`src/rtl/apb_master_ctrl.sv`:
```
// APB4 master bridge: valid/ready command port -> APB SETUP/ACCESS transfers to NUM_SLAVES slaves.
// Latency accept->rsp_valid: 3 cycles for a zero-wait slave, +1 per PREADY-low cycle; 2 for a decode error.
// Backpressure: cmd_ready only in IDLE and on the ACCESS completion cycle; the response port has none.
//
// Ports:
//   PCLOCK, PRESET                    clock (rising edge), asynchronous active-high reset
//   cmd_valid/cmd_ready, cmd_write,   command request; accepted when cmd_valid & cmd_ready
//   cmd_addr, cmd_wdata, cmd_strb, cmd_prot
//   rsp_valid, rsp_rdata, rsp_err     one-cycle completion pulse; data/err held until the next pulse
//   PADDR, PPROT, PSEL, PENABLE,      APB4 master outputs, one PSEL line per slave
//   PWRITE, PWDATA, PSTRB
//   PREADY, PRDATA, PSLVERR           per-slave APB inputs; slave i data at [i*DATA_WIDTH +: DATA_WIDTH]
//
// Optional feature: define APB_MASTER_TIMEOUT_EN to abandon an ACCESS phase after TIMEOUT_CYCLES
// PREADY-low cycles, completing it with rsp_err=1. Without it ACCESS waits indefinitely.
module apb_master_ctrl #(
  parameter int ADDR_WIDTH     = 16,
  parameter int DATA_WIDTH     = 32,
  parameter int NUM_SLAVES     = 4,
  parameter int SEL_LSB        = 12,
  parameter int TIMEOUT_CYCLES = 16
) (
  input  logic                           PCLOCK,
  input  logic                           PRESET,
  input  logic                           cmd_valid,
  output logic                           cmd_ready,
  input  logic                           cmd_write,
  input  logic [ADDR_WIDTH-1:0]          cmd_addr,
  input  logic [DATA_WIDTH-1:0]          cmd_wdata,
  input  logic [DATA_WIDTH/8-1:0]        cmd_strb,
  input  logic [2:0]                     cmd_prot,
  output logic                           rsp_valid,
  output logic [DATA_WIDTH-1:0]          rsp_rdata,
  output logic                           rsp_err,
  output logic [ADDR_WIDTH-1:0]          PADDR,
  output logic [2:0]                     PPROT,
  output logic [NUM_SLAVES-1:0]          PSEL,
  output logic                           PENABLE,
  output logic                           PWRITE,
  output logic [DATA_WIDTH-1:0]          PWDATA,
  output logic [DATA_WIDTH/8-1:0]        PSTRB,
  input  logic [NUM_SLAVES-1:0]          PREADY,
  input  logic [NUM_SLAVES*DATA_WIDTH-1:0] PRDATA,
  input  logic [NUM_SLAVES-1:0]          PSLVERR
);

  localparam int STRB_WIDTH = DATA_WIDTH / 8;
  localparam int IDX_WIDTH  = (NUM_SLAVES > 1) ? $clog2(NUM_SLAVES) : 1;

  if (TIMEOUT_CYCLES < 1 || NUM_SLAVES < 1 || NUM_SLAVES > 16 || (DATA_WIDTH % 8) != 0) begin : g_bad_params
    $error("apb_master_ctrl: illegal parameter combination");
  end

  typedef enum logic [1:0] {IDLE, SETUP, ACCESS, DERR} state_t;

  state_t                  state, state_nxt;
  logic [ADDR_WIDTH-1:0]   idx_full;
  logic                    dec_ok;
  logic                    accept;
  logic                    in_xfer;
  logic                    timeout_hit;

  logic [IDX_WIDTH-1:0]    idx_q;
  logic [ADDR_WIDTH-1:0]   addr_q;
  logic                    write_q;
  logic [DATA_WIDTH-1:0]   wdata_q;
  logic [STRB_WIDTH-1:0]   strb_q;
  logic [2:0]              prot_q;

  logic                    pready_sel;
  logic                    pslverr_sel;
  logic [DATA_WIDTH-1:0]   prdata_sel;

  // Slave index is the address bits above SEL_LSB; anything past the last slave is a decode error.
  assign idx_full = cmd_addr >> SEL_LSB;
  assign dec_ok   = (idx_full < ADDR_WIDTH'(NUM_SLAVES));
  assign accept   = cmd_valid & cmd_ready;

  // Only the captured slave's response lines are observed.
  assign pready_sel  = PREADY[idx_q];
  assign pslverr_sel = PSLVERR[idx_q];
  assign prdata_sel  = PRDATA[idx_q*DATA_WIDTH +: DATA_WIDTH];

`ifdef APB_MASTER_TIMEOUT_EN
  localparam int WCNT_WIDTH = $clog2(TIMEOUT_CYCLES + 1);
  logic [WCNT_WIDTH-1:0] wcnt;

  always_ff @(posedge PCLOCK or posedge PRESET) begin
    if (PRESET) begin
      wcnt <= '0;
    end else if (state == SETUP) begin
      wcnt <= '0;
    end else if (state == ACCESS && !pready_sel) begin
      wcnt <= wcnt + 1'b1;
    end
  end

  // This PREADY-low cycle is the one that brings the count to TIMEOUT_CYCLES.
  assign timeout_hit = (state == ACCESS) && !pready_sel &&
                       (wcnt == WCNT_WIDTH'(TIMEOUT_CYCLES - 1));
`else
  assign timeout_hit = 1'b0;
`endif

  always_ff @(posedge PCLOCK or posedge PRESET) begin
    if (PRESET) begin
      state <= IDLE;
    end else begin
      state <= state_nxt;
    end
  end

  always_comb begin
    state_nxt = state;
    cmd_ready = 1'b0;
    case (state)
      IDLE: begin
        cmd_ready = 1'b1;
        if (cmd_valid) begin
          state_nxt = dec_ok ? SETUP : DERR;
        end
      end
      SETUP: begin
        state_nxt = ACCESS;
      end
      ACCESS: begin
        if (pready_sel) begin
          // Completion cycle doubles as an accept slot so transfers can run back to back.
          cmd_ready = 1'b1;
          if (cmd_valid) begin
            state_nxt = dec_ok ? SETUP : DERR;
          end else begin
            state_nxt = IDLE;
          end
        end else if (timeout_hit) begin
          state_nxt = IDLE;
        end
      end
      DERR: begin
        state_nxt = IDLE;
      end
      default: begin
        state_nxt = IDLE;
      end
    endcase
    if (PRESET) begin
      cmd_ready = 1'b0;
    end
  end

  // Captured command; these registers also hold the bus values while idle.
  always_ff @(posedge PCLOCK or posedge PRESET) begin
    if (PRESET) begin
      idx_q   <= '0;
      addr_q  <= '0;
      write_q <= 1'b0;
      wdata_q <= '0;
      strb_q  <= '0;
      prot_q  <= '0;
    end else if (accept) begin
      idx_q   <= idx_full[IDX_WIDTH-1:0];
      addr_q  <= cmd_addr;
      write_q <= cmd_write;
      wdata_q <= cmd_wdata;
      strb_q  <= cmd_strb;
      prot_q  <= cmd_prot;
    end
  end

  assign in_xfer = (state == SETUP) || (state == ACCESS);

  always_comb begin
    PSEL = '0;
    if (in_xfer) begin
      PSEL[idx_q] = 1'b1;
    end
  end

  assign PENABLE = (state == ACCESS);
  assign PADDR   = addr_q;
  assign PWRITE  = write_q;
  assign PPROT   = prot_q;
  assign PWDATA  = wdata_q;
  assign PSTRB   = write_q ? strb_q : '0;

  always_ff @(posedge PCLOCK or posedge PRESET) begin
    if (PRESET) begin
      rsp_valid <= 1'b0;
      rsp_err   <= 1'b0;
      rsp_rdata <= '0;
    end else begin
      rsp_valid <= 1'b0;
      if (state == ACCESS && pready_sel) begin
        rsp_valid <= 1'b1;
        rsp_err   <= pslverr_sel;
        rsp_rdata <= (!write_q && !pslverr_sel) ? prdata_sel : '0;
      end else if (state == DERR || timeout_hit) begin
        rsp_valid <= 1'b1;
        rsp_err   <= 1'b1;
        rsp_rdata <= '0;
      end
    end
  end

endmodule

```
`config.mk`:
```
export PLATFORM = sky130hd
export DESIGN_NAME = apb_master_ctrl
export DESIGN_NICKNAME = d
export VERILOG_FILES = /design/src/rtl/apb_master_ctrl.sv
export SDC_FILE = /design/constraint.sdc
export NUM_CORES = 1
export LEC_CHECK = 0
export CORE_AREA = 8 8 142 144
export DETAILED_ROUTE_END_ITERATION = 8
export DIE_AREA = 0 0 150 152
export PLACE_DENSITY = 0.57
export SLEW_MARGIN = 30
export SYNTH_ARGS = -nofsm -noshare
export SYNTH_HDL_FRONTEND = slang
export SYNTH_SLANG_ARGS = --single-unit
```
`constraint.sdc`:
```
create_clock -name PCLOCK -period 4.35 [get_ports PCLOCK]
set_clock_uncertainty 0.15 [all_clocks]
set_input_delay 0.87 -clock PCLOCK [delete_from_list [all_inputs] [get_ports PCLOCK]]
set_output_delay 0.87 -clock PCLOCK [all_outputs]
set_load 0.02 [all_outputs]
```
[Word-level counts from Yosys, hierarchy flattened]
Cells that the tools add are included.
Storage, ports and cells
  output and inout bits: 96
  word-level logic and storage cells: 52
  bits of input ports: 195
  bits in registers: 94
Operators by class
  reductions and logical operators: 9
  eq/ne operators: 5
  $lt $le $gt $ge: 3
  shift-type cells: 1
  bitwise operators: 1
  multiplexer cells: 23
Operators by type and width (count)
  $shiftx A128 B8 Y32: 1
  $mux W32: 3
  $mux W1: 9
  $mux W2: 4
  $mux W4: 2
  $pmux W2 S4: 1
  $bmux W1 S2: 2
  $eq A2 B2 Y1 const B: 2
  $lt A4 B3 Y1 const B: 1
  $logic_and A1 B1 Y1: 3
  $lt A2 B3 Y1 const B: 1
  $demux W1 S2: 1
  $eq A2 B1 Y1 const B: 1
  $ge A2 B1 Y1 const B: 1
  $logic_not A1 Y1: 2
  $logic_not A2 Y1: 1
  $ne A2 B1 Y1 const B: 1
  $ne A2 B2 Y1 const B: 1
  $pmux W1 S2: 1
  $reduce_and A2 Y1: 1
  $reduce_bool A2 Y1: 1
  $and A1 B1 Y1: 1
  $logic_or A1 B1 Y1: 1

[Depth between registers and ports, before layout]
Gate-level depths: netlist of run 1.
  word-level depth: 6
  gate-level depth with buffers: 8
  depth with buffers taken out: 6

[Worst setup path after synthesis of run 1]
No wires, ideal clock.
  kind: input to register
  start: input PRESET
  end: register addr_q[10], in the netlist PADDR[10]
  buffers on the path: 2
  stages: 5
  data required time: 4.073 ns
  arrival time: 3.767 ns
  slack: 0.305 ns
  setup time: 0.127 ns
  cell sequence: inv_1 > o211a_1 > buf_6 > buf_6 > mux2_1
Between the ends
  longest elaborated chain between the ends: 2
Ends and longest elaborated chain
  start: declaration: line 24  | input logic PRESET,
  $mux W1: line 146  | if (PRESET) begin
  $and A1 B1 Y1: line 77  | assign accept = cmd_valid & cmd_ready;
  end signal: assignment: line 162  | addr_q <= cmd_addr;
  end: declaration: line 64  | logic [ADDR_WIDTH-1:0] addr_q;
No other way between the ends.
A chain may end at the register's enable or synchronous reset.

[Final worst setup path of run 1]
  start: input PREADY[2]
  end: output cmd_ready
Between the ends
  longest elaborated chain between the ends: 5
Ends and longest elaborated chain
  start: declaration: line 42  | input logic [NUM_SLAVES-1:0] PREADY,
  $bmux W1 S2: line 80  | assign pready_sel = PREADY[idx_q];
  $mux W1 (implied by the code): line 80
  $mux W1: line 127  | if (pready_sel) begin
  $pmux W1 S2: line 116  | case (state)
  $mux W1: line 146
  end: declaration: line 26  | output logic cmd_ready,
No other way between the ends. The select of a mux whose other input is x is not followed.

==> results.yml, run 1 <==
die:
  rows: 49
  core-area_um2: 17800
  die_width_um: 150
  die_h_um: 152
  die-area_um2: 22800
  start_util_pct: 24.8
  io_pins: 291
job:
  maxCapViolCount: 0
synth:
  syn_inst: 279
  yosysTopAreaCell: "dfrtp_1"
  synth_nets: 477
  synth.most_common_cell: "dfrtp_1"
  netlist_top_cells_count: "dfrtp_1, mux2_1, mux4_2, a32o_1, mux2_2"
  synth_edf_count: 0
  ys_types: 27
  synth_top_area_share_pct: 52.2
  synthArstFlopShare_pct: 100
  seq_area_frac_synth_pct: 52.2
  yosysWarnings: 0
  ys_top_cells_by_area: "dfrtp_1, mux4_2, mux2_1"
  netlist_area_um2: 4410
  synth_ff_type: "dfrtp_1"
  postSynthAreaPerCell_um2: 15.8
  ys_seq_elements: 92
final_layout:
  syn2layout_area_growth_pct: 77.5
  fin_nets: 763
  final_core_util_pct: 44.0
  num_antenna_cells: 0
  layout-drive-gt1-share_pct: 13.9
  final_cells: 798
drt:
  vias_per_cell: 4.57
  drc: 0
  vias: 3649
  drt-total-wl_mm: 15.7
  first_pass_iters: 4
  wl_met3_mm: 1.90
  wl_per_cell_um: 19.6
  final_antenna_net_count: 0
  met1_length_mm: 6.03
  met2_length_mm: 7.61
  top_layer_used: "met4"
  dr.first_iter.drc_count: 66
power:
  p_sw_mw: 2.00
  clock_power_share_pct: 14.8
  p_leak_nw: 3.07
  combPwrFrac_pct: 56.7
  swShare_pct: 38.1
  p_int_mw: 3.24
  vdd_ir_drop_max_mv: 0.320
  seq_power_share_pct: 28.5
  p_per_area_nw_per_um2: 669
placement:
  post-place-ws_ns: 0.687
  dp.cells: 783
  place_congestion: 0.755
  port_buffers: 290
  dp_hpwl_mm: 12.7
clock_tree:
  post_cts_buffers: 0
  cts_tree: "done"
  numCtsBuffers: 9
  insertion_delay_ns: 0.34
  cts_hold_buf: 0
  clk_pin_slew_ns: 0.06
  clk_path_buf_depth: 2
  cts-resized-gates: 0
  cts.htree.levels: 3
  cts_sinks: 92
  root_buffer: "clkbuf_16"
critical_path:
  path_class: "in -> out"
  crit_path_end_kind: "primary output"
  crit_required_ns: 3.33
  worstSetupStartpointType: "input port"
  crit_arrival_ns: 2.49
  crit_fanout: 2
sta:
  drv_slew: 0
  hold_ws_ns: 0.329
  relSlewSlack_pct: 48.6
  worst_pin_slew_ns: 0.770
  worst_slack_ns: 0.841
  finalSetupViolations: 0
  finalCritPeriodShare_pct: 80.7
  final.setup.tns_ns: 0
  rsz0062_at_grt: "false"
  hold_viol_final: 0
  fin_crit_ns: 3.51
  fmax_mhz: 285
grt:
  grt_pass1_vias: 4266
  grt_pass1_wl_mm: 24.4
  grt_max_degree: 57
  globalRoute.totalOverflow: 0
  grt_antenna_before_repair: 0
  grtUsageTotal_pct: 13.7
hold_path:
  hold_path.class: "reg -> reg"
outcome:
  outcome: "completed"
-- final timing paths --
check,slack [ns],depth (start not counted),endpoint,startpoint
setup / recovery,0.84,6,cmd_ready,PREADY[2]
hold / removal,0.33,1,strb_q[3]$_DFFE_PP0P_,strb_q[3]$_DFFE_PP0P_
setup reg to reg,1.32,8,PWDATA[25]$_DFFE_PP0P_,state[0]$_DFFE_PP0P_
hold reg to reg,0.33,1,strb_q[3]$_DFFE_PP0P_,strb_q[3]$_DFFE_PP0P_
max in group asynchronous,2.08,4,PADDR[7]$_DFFE_PP0P_,PRESET
min in group asynchronous,0.89,3,rsp_rdata[0]$_DFFE_PP0P_,PRESET
-- power groups by stage --
stage | Clock [mW] | Sequential [mW] | Combinational [mW]
2_1_floorplan | 0 | 1.93 | 1.23
3_5_place_dp | 0 | 1.51 | 3.03
3_3_place_gp | 0 | 1.51 | 2.98
4_1_cts | 0.804 | 1.50 | 3.03
6_report | 0.774 | 1.49 | 2.96
5_1_grt | 0.842 | 1.56 | 3.17
-- through the flow --
| step | power, mW | cell area, um^2 |
|---|---|---|
| after detailed placement | 4.54 | 7530 |
| final | 5.23 | 7820 |
| after floorplan | 3.16 | 4410 |
| after global routing | 5.57 | 7820 |
| after CTS | 5.33 | 7820 |
| after global placement | 4.48 | 7530 |
-- flip-flops by register name (all words and copies together), names as in the netlist --
signal and count:
PADDR 15, PPROT 3, PWDATA 32, PWRITE 1, idx_q 1, rsp_err 1
rsp_rdata 32, rsp_valid 1, state 2, strb_q 4
-- cell usage in the layout (no fill, tap or decap), drive strengths merged, types with 2 or more instances in the layout --
cell type	n
a21oi	3
a32o	32
and2	4
buf	9
clkbuf	10
clkdlybuf4s50	290
clkinvlp	3
dfrtp	92
ha	3
inv	7
mux2	56
mux2i	2
mux4	34
nand2	3
nor2	9
o21ai	2
o22ai	2
-- logic make-up after synthesis --
kind of cell / synth area share (%)
AOI/OAI and AO/OA: 8.83
muxes: 32.1
DFF: 52.2
adders and majority gates: 0.852
buffers and inverters: 3.69
and+or+nand+nor: 2.24
-- area by class of cell --
cell class / count / area [um^2]
Fill cell: 1603 / 9960
Timing Repair Buffer: 299 / 2970
Sequential cell: 92 / 2300
Multi-Input combinational cell: 157 / 1950
Tap cell: 229 / 287
Clock buffer: 10 / 229
Clock inverter: 5 / 61.3
Inverter: 6 / 25.0
-- metal layers --
layer	vias up	track usage [%]
met3	12	7.04
li1	1671	-
met5	-	0
met1	1769	14.9
met2	197	23.1
met4	0	3.24
-- worst max-delay path: stages --
cell and delay [ns]:
clkdlybuf4s50_1 0.48, mux2i_1 0.09, o22ai_2 0.24, nor2_1 0.07, nor2_1 0.09, clkdlybuf4s50_1 0.65
Power figures use the tool's default switching activity.
==> inputs of run 2 (changes only) <==
Clock period 4.35 ns to 3.3 ns, I/O delays scaled along.
==> run 2 against run 1 <==
Worst hold slack worse by 0.00087 ns. Die area stayed put. Global-route usage hardly changed. Combinational power is 35% higher. Sequential power is 30% higher. Final cell count is 0.38% higher. Critical path type unchanged. Sequential cell count stayed put. First-iteration DRC count is 21% higher. Setup slack worse by 0.62 ns. Clock power is 28% higher.
==> results.yml, run 2 (synthesis results as in run 1) <==
grt:
  globalRoute.totalOverflow: 0
  grt_antenna_before_repair: 0
  grt_pass1_vias: 4246
  grt_pass1_wl_mm: 24.4
  grt_max_degree: 55
  grtUsageTotal_pct: 13.7
outcome:
  outcome: "completed"
critical_path:
  path_class: "in -> out"
  critPathMaxStageDelay_ns: 0.64
  path_buf_inv: 2
  crit_required_ns: 2.49
  cpMaxStageDelayCell: "clkdlybuf4s50_1"
  worstSetupStartpointType: "input port"
  crit_path_end_kind: "primary output"
  crit_chain: "clkdlybuf4s50_1 > mux2i_1 > o22ai_4 > nor2_1 > nor2_1 > clkdlybuf4s50_1"
  crit_fanout: 2
  crit_arrival_ns: 2.27
  crit_family: "buffers and inverters"
placement:
  post-place-ws_ns: 0.197
  dp_hpwl_mm: 12.8
  port_buffers: 290
  place_congestion: 0.704
  dp.cells: 785
  placed_cell_area_um2: 7580
clock_tree:
  cts_tree: "done"
  cts-resized-gates: 0
  clk_path_buf_depth: 2
  insertion_delay_ns: 0.33
  cts.htree.levels: 3
  cts_sinks: 92
  numCtsBuffers: 9
  clk_pin_slew_ns: 0.06
  root_buffer: "clkbuf_16"
  cts_hold_buf: 0
  post_cts_buffers: 0
final_layout:
  final.fill_count: 1616
  layout-drive-gt1-share_pct: 14.3
  final_cells: 801
  fin_nets: 765
  final_core_util_pct: 44.3
  design_area_um2: 7870
  layout_commonest_cell: "clkdlybuf4s50_1"
  most-common-layout-cells: "clkdlybuf4s50_1, dfrtp_1, mux2_1"
  num_antenna_cells: 0
  syn2layout_area_growth_pct: 78.6
sta:
  drv_slew: 0
  worst_slack_ns: 0.224
  worst_pin_slew_ns: 0.602
  relSlewSlack_pct: 59.9
  hold_ws_ns: 0.328
  finalSetupViolations: 0
  rsz0062_at_grt: "false"
  final.setup.tns_ns: 0
  fmax_mhz: 325
  finalCritPeriodShare_pct: 93.2
  fin_crit_ns: 3.08
  hold_viol_final: 0
drt:
  drt-total-wl_mm: 15.7
  final_antenna_net_count: 0
  vias_per_cell: 4.58
  drc: 0
  dr.first_iter.drc_count: 80
  first_pass_iters: 4
  wl_per_cell_um: 19.7
  vias: 3665
job:
  maxCapViolCount: 0
die:
  die_h_um: 152
  core-area_um2: 17800
  start_util_pct: 24.8
  rows: 49
  die_width_um: 150
  die-area_um2: 22800
  io_pins: 291
power:
  p_leak_nw: 3.09
  p_per_area_nw_per_um2: 882
  vdd_ir_drop_max_mv: 0.418
  fin_total_pwr_mw: 6.94
hold_path:
  hold_path.class: "reg -> reg"
==> run 2: cell types whose count changed in the layout (fill, tap and decap cells not counted), sizes merged <==
cell / before / now
bufinv: 1 / 0
clkinv: 0 / 1
inv: 7 / 5
clkbuf: 10 / 13
buf: 9 / 11
==> run 2: final timing paths <==
kind,endpoint,depth (start not counted),startpoint,slack (ns)
max,cmd_ready,6,PREADY[3],0.22
min,strb_q[0]$_DFFE_PP0P_,1,strb_q[0]$_DFFE_PP0P_,0.33
max reg2reg,state[1]$_DFFE_PP0P_,6,idx_q[0]$_DFFE_PP0P_,0.80
min reg2reg,strb_q[0]$_DFFE_PP0P_,1,strb_q[0]$_DFFE_PP0P_,0.33
max in group asynchronous,PADDR[0]$_DFFE_PP0P_,4,PRESET,1.24
min in group asynchronous,rsp_valid$_DFF_PP0_,3,PRESET,0.74
==> run 2: metal layers <==
layer | wire length [um] | up-vias | track usage [%]
li1 | - | 1673 | -
met1 | 6260 | 1785 | 15.5
met2 | 7700 | 196 | 22.9
met3 | 1620 | 11 | 6.24
met4 | 163 | 0 | 3.67
met5 | 0 | - | 0
==> run 2: final cells by class <==
type / count / area (um^2) / area share (%)
Timing Repair Buffer: 301 / 3010 / 38.2
Sequential cell: 92 / 2300 / 29.3
Multi-Input combinational cell: 157 / 1950 / 24.8
Tap cell: 229 / 287 / 3.64
Clock buffer: 13 / 270 / 3.43
Inverter: 6 / 26.3 / 0.334
Clock inverter: 3 / 20.0 / 0.254
==> run 2: worst register-to-register path, delay by kind of cell, from the launching register on <==
family	cells	cell delay [ns]
mux	1	0.64
simple gates	1	0.07
flops	1	0.41
compound gates	2	0.40
buf+inv	2	0.75
==> run 2: power by group <==
group / internal (mW) / switching (mW) / total [mW]
registers: 1.66 / 0.282 / 1.94
logic: 2.07 / 1.94 / 4.01
clock network: 0.572 / 0.422 / 0.994
total: 4.30 / 2.64 / 6.94
==> patch: new RTL, settings of run 1 <==
The option `APB_MASTER_TIMEOUT_EN` is turned on by a define.
--- a/src/rtl/apb_master_ctrl.sv
+++ b/src/rtl/apb_master_ctrl.sv
@@ -15,2 +15,4 @@
 // PREADY-low cycles, completing it with rsp_err=1. Without it ACCESS waits indefinitely.
+`define APB_MASTER_TIMEOUT_EN
+
 module apb_master_ctrl #(
Check against the original RTL: same outputs for any inputs over 4 cycles, from zero or initial values and one cycle with PRESET high; that may be too few to reach the edited logic, so the function may still have changed.
==> patch against run 1 <==
- setup slack lost 0.26 ns
- power shrank 5.0%
- synthesized area grew 7.9%
- routed wire length grew 6.5%
- synthesized cell count grew 6.1%
- sequential cell count grew 5
- register-to-register slack gained 0.37 ns
- clock power grew 0.8%
- die area is the same
- first-iteration DRC count grew 35%
- final area grew 4.5%
- critical path type unchanged
==> patch: results (changes against run 1) <==
| Metric | Value |
|---|---|
| DR vias/cell | `4.60 (+0.52%)` |
| First-pass GRT wire length | `25.3 mm (+3.7%)` |
| Share of cells above drive strength 1 | `0.205 (+0.0666)` |
| NonClk Buf Share | `0.362 (-0.0174)` |
| Seq/total area | `0.297 (+0.00250)` |
| Met2 Use GR | `0.244 (+0.0127)` |
| Largest net degree at the start of global routing | `43 (-25%)` |
| Non-clock inverters | `8 (+2)` |
| Rel. slew slack | `0.549 (+0.0625)` |
| Synth Instances | `296 (+6.1%)` |
| DR WL/cell | `20.4 um (+3.9%)` |
| Status | `finished, final reports clean` |
| Net count, final | `785 (+2.9%)` |
| Crit path arrival time | `2.75 ns (+0.26 ns)` |
| CP peak stage delay | `0.58 ns (-0.07 ns)` |
| Non-clk bufs | `298 (-0.33%)` |
| CTS sink cnt | `97 (+5.4%)` |
| Met1 GRT Util | `0.158 (+0.00911)` |
| Metal2 WL | `8.19 mm (+7.5%)` |
| Multi-input combinational area share | `0.266 (+0.0175)` |
| Post-synthesis adder-cell area fraction | `0.0158 (+0.00727)` |
| Top cells by count, synth | `97 x dfrtp_1, 40 x mux2_4, 34 x mux4_2` |
| Met3 Wirelength | `1.96 mm (+3.4%)` |
| Initial drt markers | `89 (+35%)` |
| Drt total wl | `16.7 mm (+6.5%)` |
| CP Max Fanout | `8 (+6)` |
| Number of multi-input logic gates | `170 (+8.3%)` |
| Leakage | `3.36 nW (+9.4%)` |
| Mux cell area share after synthesis | `0.332 (+0.0104)` |
| Placement Setup Slack | `0.563 ns (-0.124 ns)` |
| Fillers | `1581 (-1.4%)` |
| Sequential share of the synthesized area | `0.511 (-0.0119)` |
| Met1 wire length | `6.40 mm (+6.2%)` |
| Synth Area in Compound Gates | `0.0750 (-0.0133)` |
| NetSw | `1.80 mW (-9.9%)` |
-- patch: cell types whose count changed in the layout (fill, tap and decap cells not counted), sizes merged, moves of 2 or more --
cell and delta:
a22o +32, a32o -32, dfrtp +5, inv +4, ha +3, a21oi +2, clkinv +2, clkinvlp -2
or3 +2
-- patch: path summary, 6_finish.rpt --
kind,slack [ns],start,to,depth (start not counted)
setup / recovery,0.58,PREADY[0],cmd_ready,5
hold / removal,0.35,rsp_rdata[2]$_DFFE_PP0P_,rsp_rdata[2]$_DFFE_PP0P_,1
setup reg to reg,1.69,idx_q[0]$_DFFE_PP0P_,rsp_rdata[21]$_DFFE_PP0P_,6
hold reg to reg,0.35,rsp_rdata[2]$_DFFE_PP0P_,rsp_rdata[2]$_DFFE_PP0P_,1
max in group asynchronous,2.35,PRESET,rsp_rdata[26]$_DFFE_PP0P_,3
min in group asynchronous,0.90,PRESET,state[0]$_DFFE_PP0P_,2
